File: src/rtl/led_pattern_ctl.sv
// Multi-channel LED pattern controller: per-channel mode/duty registers, shared phase
// prescaler and PWM counter. Define LED_BREATHE_EN to enable the triangle-wave breathe mode (5).
module led_pattern_ctl #(
   parameter int NUM_LED  = 2,
   parameter int PRESCALE = 1000000,
   parameter int PWM_W    = 8,
   parameter int ADDR_W   = 5
) (
   input  logic               xclk,
   input  logic               sys_rst,
   input  logic               wr_en,
   input  logic [ADDR_W-1:0]  wr_addr,
   input  logic [7:0]         wr_data,
   input  logic [ADDR_W-1:0]  rd_addr,
   output logic [7:0]         rd_data,
   output logic               tick,
   output logic [NUM_LED-1:0] led
);

   localparam int              PS_W    = (PRESCALE > 1) ? $clog2(PRESCALE) : 1;
   localparam logic [PS_W-1:0] PS_LAST = PS_W'(PRESCALE - 1);

   localparam logic [2:0] MODE_OFF       = 3'd0;
   localparam logic [2:0] MODE_ON        = 3'd1;
   localparam logic [2:0] MODE_BLINK     = 3'd2;
   localparam logic [2:0] MODE_BLINK_INV = 3'd3;
   localparam logic [2:0] MODE_PWM       = 3'd4;
   localparam logic [2:0] MODE_BREATHE   = 3'd5;

   // Duty registers are PWM_W wide but travel over an 8-bit bus.
   function automatic logic [PWM_W-1:0] to_duty(input logic [7:0] d);
      logic [PWM_W-1:0] r;
      r = '0;
      for (int i = 0; i < PWM_W && i < 8; i++) r[i] = d[i];
      return r;
   endfunction

   function automatic logic [7:0] from_duty(input logic [PWM_W-1:0] d);
      logic [7:0] r;
      r = '0;
      for (int i = 0; i < PWM_W && i < 8; i++) r[i] = d[i];
      return r;
   endfunction

   logic                enable;
   logic [2:0]          mode [NUM_LED];
   logic [PWM_W-1:0]    duty [NUM_LED];
   logic [PS_W-1:0]     presc_cnt;
   logic [PWM_W-1:0]    phase;
   logic [PWM_W-1:0]    pwm_cnt;
   logic                ctrl_wr;
   logic                restart;
   logic [7:0]          rd_next;
   logic [NUM_LED-1:0]  led_next;

   assign ctrl_wr = wr_en && (wr_addr == '0);
   assign restart = ctrl_wr && wr_data[1];

   // Restart suppresses a coincident tick so phase never advances on that edge.
   assign tick = enable && (presc_cnt == PS_LAST) && !restart;

   always_ff @(posedge xclk or posedge sys_rst) begin
      if (sys_rst) begin
         presc_cnt <= '0;
         phase     <= '0;
      end else if (restart) begin
         presc_cnt <= '0;
         phase     <= '0;
      end else if (enable) begin
         if (presc_cnt == PS_LAST) begin
            presc_cnt <= '0;
            phase     <= phase + PWM_W'(1);
         end else begin
            presc_cnt <= presc_cnt + PS_W'(1);
         end
      end
   end

   always_ff @(posedge xclk or posedge sys_rst) begin
      if (sys_rst) pwm_cnt <= '0;
      else         pwm_cnt <= pwm_cnt + PWM_W'(1);
   end

   always_ff @(posedge xclk or posedge sys_rst) begin
      if (sys_rst) begin
         enable <= 1'b1;
         for (int k = 0; k < NUM_LED; k++) begin
            mode[k] <= MODE_OFF;
            duty[k] <= to_duty(8'h80);
         end
      end else if (wr_en) begin
         if (ctrl_wr) enable <= wr_data[0];
         for (int k = 0; k < NUM_LED; k++) begin
            if (wr_addr == ADDR_W'(2*k + 1)) mode[k] <= wr_data[2:0];
            if (wr_addr == ADDR_W'(2*k + 2)) duty[k] <= to_duty(wr_data);
         end
      end
   end

   always_comb begin
      rd_next = '0;
      if (rd_addr == '0) rd_next = {7'd0, enable};
      for (int k = 0; k < NUM_LED; k++) begin
         if (rd_addr == ADDR_W'(2*k + 1)) rd_next = {5'd0, mode[k]};
         if (rd_addr == ADDR_W'(2*k + 2)) rd_next = from_duty(duty[k]);
      end
   end

   always_ff @(posedge xclk or posedge sys_rst) begin
      if (sys_rst) rd_data <= '0;
      else         rd_data <= rd_next;
   end

`ifdef LED_BREATHE_EN
   // Triangle over one phase period: ramps up in the first half, down in the second.
   logic [PWM_W-1:0] breathe_duty;
   always_comb begin
      breathe_duty = phase[PWM_W-1] ? ~(phase << 1) : (phase << 1);
   end
`endif

   always_comb begin
      led_next = '0;
      for (int k = 0; k < NUM_LED; k++) begin
         case (mode[k])
            MODE_OFF:       led_next[k] = 1'b0;
            MODE_ON:        led_next[k] = 1'b1;
            MODE_BLINK:     led_next[k] = phase[0];
            MODE_BLINK_INV: led_next[k] = ~phase[0];
            MODE_PWM:       led_next[k] = (pwm_cnt < duty[k]);
`ifdef LED_BREATHE_EN
            MODE_BREATHE:   led_next[k] = (pwm_cnt < breathe_duty);
`else
            MODE_BREATHE:   led_next[k] = 1'b0;
`endif
            default:        led_next[k] = 1'b0;
         endcase
      end
   end

   always_ff @(posedge xclk or posedge sys_rst) begin
      if (sys_rst) led <= '0;
      else         led <= led_next;
   end

endmodule
File: config.mk
export PLATFORM = sky130hd
export DESIGN_NAME = led_pattern_ctl
export DESIGN_NICKNAME = d
export VERILOG_FILES = /design/src/rtl/led_pattern_ctl.sv
export SDC_FILE = /design/constraint.sdc
export NUM_CORES = 1
export LEC_CHECK = 0
export ABC_AREA = 1
export CELL_PAD_IN_SITES_DETAIL_PLACEMENT = 1
export CELL_PAD_IN_SITES_GLOBAL_PLACEMENT = 2
export CORE_ASPECT_RATIO = 1.5
export CORE_MARGIN = 2
export CORE_UTILIZATION = 31
export DETAILED_ROUTE_END_ITERATION = 8
export PLACE_DENSITY_LB_ADDON = 0.1
export SLEW_MARGIN = 20
export SYNTH_ARGS = -nofsm -noshare
export SYNTH_HDL_FRONTEND = slang
export SYNTH_SLANG_ARGS = --single-unit
File: constraint.sdc
create_clock -name xclk -period 2 [get_ports xclk]
set_clock_uncertainty 0.1 [all_clocks]
set_input_delay 0.4 -clock xclk [delete_from_list [all_inputs] [get_ports xclk]]
set_output_delay 0.4 -clock xclk [all_outputs]
set_load 0.01 [all_outputs]
==> summary.txt <==
Power and ir drop
  • Flop pwr share: about two fifths
  • Max IR drop VDD: 0.4791 mV
  • Clock power share: between 40% and 50%
  • Pwr/cell area: roughly 830 mW/mm2
  • LEAKAGE: roughly 0.0022 uW
  • Combinational fraction of design power: 19.2%
  • NetSw: about 1100 uW
  • Internal power component: 2826 uW
  • Sw frac: around 28%
  • Pwr Total: around 4000 uW

Layout
  • Layout area overhead: 36.42%
  • N_diodes: 0
  • Layout cells sized above 1: 20.30%
  • Finished Cell Area: 0.004720 mm2
  • Final Core Density: ~43%
  • Final layout net count: 564

Floorplan
  • Die Y: between 100 and 150 um
  • # IOs: 32
  • Die width: ~90 um
  • Die Area: 0.01204 mm2
  • Row count: between 40 and 50
  • Initial Util: a little under a third
  • Placeable Area: 0.01094 mm2

CTS
  • Clk slew on worst S/H paths: 60 ps
  • H-tree Lvls: 3
  • CTS tree: yes
  • Hold buffers post-CTS: 0
  • Clk_lat worst skew: ~330 ps
  • CTS buffer count: 9
  • Clock Path Buffers: 2
  • Clock sinks: slightly above 60
  • Root Driver: clkbuf_16

Critical path
  • CP Max Fanout: 2
  • Critical-path cell list: clkdlybuf4s50_1, nor2_1, nand4_4, nand2_1, nor2_4, buf_6
  • Worst Path Arrival: approximately 1500 ps
  • Slowest Stage Delay on Critical Path: around 430 ps
  • Critical Path Sink Type: output port
  • Family with the most delay on the worst path: simple AND/OR/NAND/NOR gates
  • CP Buf/Inv Count: 2
  • Startpoint type of the worst setup path: input port
  • Crit Path Class: input port to output port
  • CP max-delay cell: clkdlybuf4s50_1
  • Critical Path RT: 1500 ps

Logic synthesis
  • Synth unique cells: 31
  • Synth top area share: between 40 and 50%
  • Mapped cell area: about 0.0035 mm2
  • Post-synth ARST share: 100.0%
  • Post-synth EDFFs: 0
  • Syn avg cell area: ~8 um2
  • Yosys top cell by area: dfrtp_1
  • Synthesis Warnings: 0
  • Yosys reg bits: 62
  • Mapped Cells: 433
  • Synth top area cells: dfrtp_1, nand2_1, inv_1
  • Register area share after synthesis: between 40% and 50%
  • Mapped Nets: 470
  • Top_reg_cell synth: dfrtp_1

STA
  • Fmax achieved: 0.4932 GHz
  • Worst-margin pin slew: approximately 380 ps
  • Hold WS: 256.2 ps
  • Slew Viols, Final: 0
  • Final Hold Fails: 0
  • Unrepaired setup endpoints after global routing: true
  • Slew headroom: between 70% and 80%
  • Min Tclk post-route: about 2000 ps
  • # setup viols final: 1
  • Final worst slack: -27.70 ps
  • Tcrit/Tclk final: 101.4%

Route
  • Antenna viol nets, final: 0
  • Final WL: roughly 11 mm
  • Vias/cell: roughly 4.7
  • # DRC: 0
  • Total number of vias: around 3200
  • First-pass DRT Iterations: 5
  • Wire per inst: 15.79 um
  • Starting DRC count in detailed routing: between 50 and 60

Run
  • Number of max-cap violations: 0

Placement
  • Placed inst area: between 0.004 and 0.005 mm2
  • Placement Setup Slack: -407.3 ps
  • Port Buffers: 31
  • GP Congestion: 0.8256
  • DPL Wire Length: ~8.4 mm

Worst hold path
  • Type of the most critical hold path: input port to async pin

Outcome
  • Run status: finished, violations left
  • Failing checks: negative setup slack

GRT
  • Vias in the first global route: around 3500
  • Largest net degree at the start of global routing: between 50 and 60
  • GRT Util Overall: between 10% and 20%
  • First-pass GRT wire length: 17.67 mm
  • Total grt overflow: 0
  • Initial antenna violation count: 0
## power by group through the flow
stage / Clock [uW] / Sequential [uW] / Combinational [uW]
global placement: 0 / 1530 / 739
global route: 1770 / 1530 / 858
floorplan: 0 / 1520 / 377
finish: 1670 / 1510 / 755
CTS: 1730 / 1510 / 772
detailed placement: 0 / 1530 / 760
## cells in the mapped netlist, types with 2 or more instances
cell type,instances
nor3_1,7
nand2_2,4
a21oi_1,11
ha_1,16
inv_1,61
nand3_2,7
xor2_1,5
nand3b_1,2
nand2_1,105
dfstp_2,3
o22ai_1,5
inv_2,2
nor2_4,3
buf_2,2
a211oi_1,2
nand3_1,26
o21ai_0,41
o21ai_1,2
nor3_2,3
nor2_1,34
xnor2_1,3
nand4_1,19
nor2_2,4
dfrtp_1,59
## worst paths after layout
kind	endpoint	from	cells after the start	slack [ps]
setup reg to reg	presc_cnt[14]	presc_cnt[1]	9	300
hold reg to reg	duty[13]	duty[13]	2	390
max in group asynchronous	duty[15]	sys_rst	3	950
setup / recovery	tick	wr_addr[1]	6	-30
hold / removal	presc_cnt[1]	sys_rst	2	260
min in group xclk	duty[13]	duty[13]	2	390
## layout make-up
| class | instances | area (um2) |
|---|---|---|
| sequential | 62 | 1555 |
| tap | 147 | 183.9 |
| inverter | 63 | 240.2 |
| multi-input combinational | 303 | 1660 |
| fill | 1326 | 6218 |
| clock buffer | 10 | 229.0 |
| timing repair buffer | 88 | 764.5 |
| clock inverter | 6 | 86.33 |
## per-stage QoR
stage	cells	TNS [ps]
after floorplan	433	0
after global placement	660	-1796
after detailed placement	660	-2639
after CTS	679	-75.61
after global routing	679	-79.60
final	679	-27.70
## routing by layer
layer  wire length (um)  up-vias  part of all wire, %  global-route usage (%)
met5                  0        -                    0                       0
met4                382        0                  3.6                   8.291
met3                170       20                  1.6                   2.828
met2               6211       34                   58                   38.01
met1               3960     1539                   37                   18.97
li1                   -     1603                    -                       -
## kinds of logic (layout without fill, tap and decap cells)
group           count (synthesis)  count (layout)  synth area share (%)
fa+ha+maj                      16              16                 5.787
xor+xnor                        8               8                 2.025
simple gates                  217             217                 30.02
flops                          62              62                 44.96
buf+inv                        68             167                 7.776
compound gates                 62              62                 9.439
## layout by cell type, fill, tap and decap left out, types with 4 or more instances in the layout
cell type / count
dfrtp_1: 59
nand3_1: 26
xor2_1: 5
inv_1: 59
clkbuf_16: 9
nand4_1: 19
a21oi_1: 11
nand2_2: 4
nor2_4: 4
nand3_2: 6
clkdlybuf4s50_1: 30
buf_4: 55
nand2_1: 105
o22ai_1: 5
nor2_2: 7
nor2_1: 30
o21ai_0: 41
nor3_1: 7
ha_1: 15
## timing repair
item                                    4_1_cts  5_1_grt
endpoints found under the setup margin        1        1
pin swaps                                     3        2
buffers inserted                              3        0
gates resized for setup                       8        5
## flip-flops by register name, summed over array words and instances (netlist names)
signal     flops
led            2
presc_cnt     20
enable         1
rd_data        8
phase          1
pwm_cnt        8
mode           6
duty          16
Power figures use the tool's default switching activity.
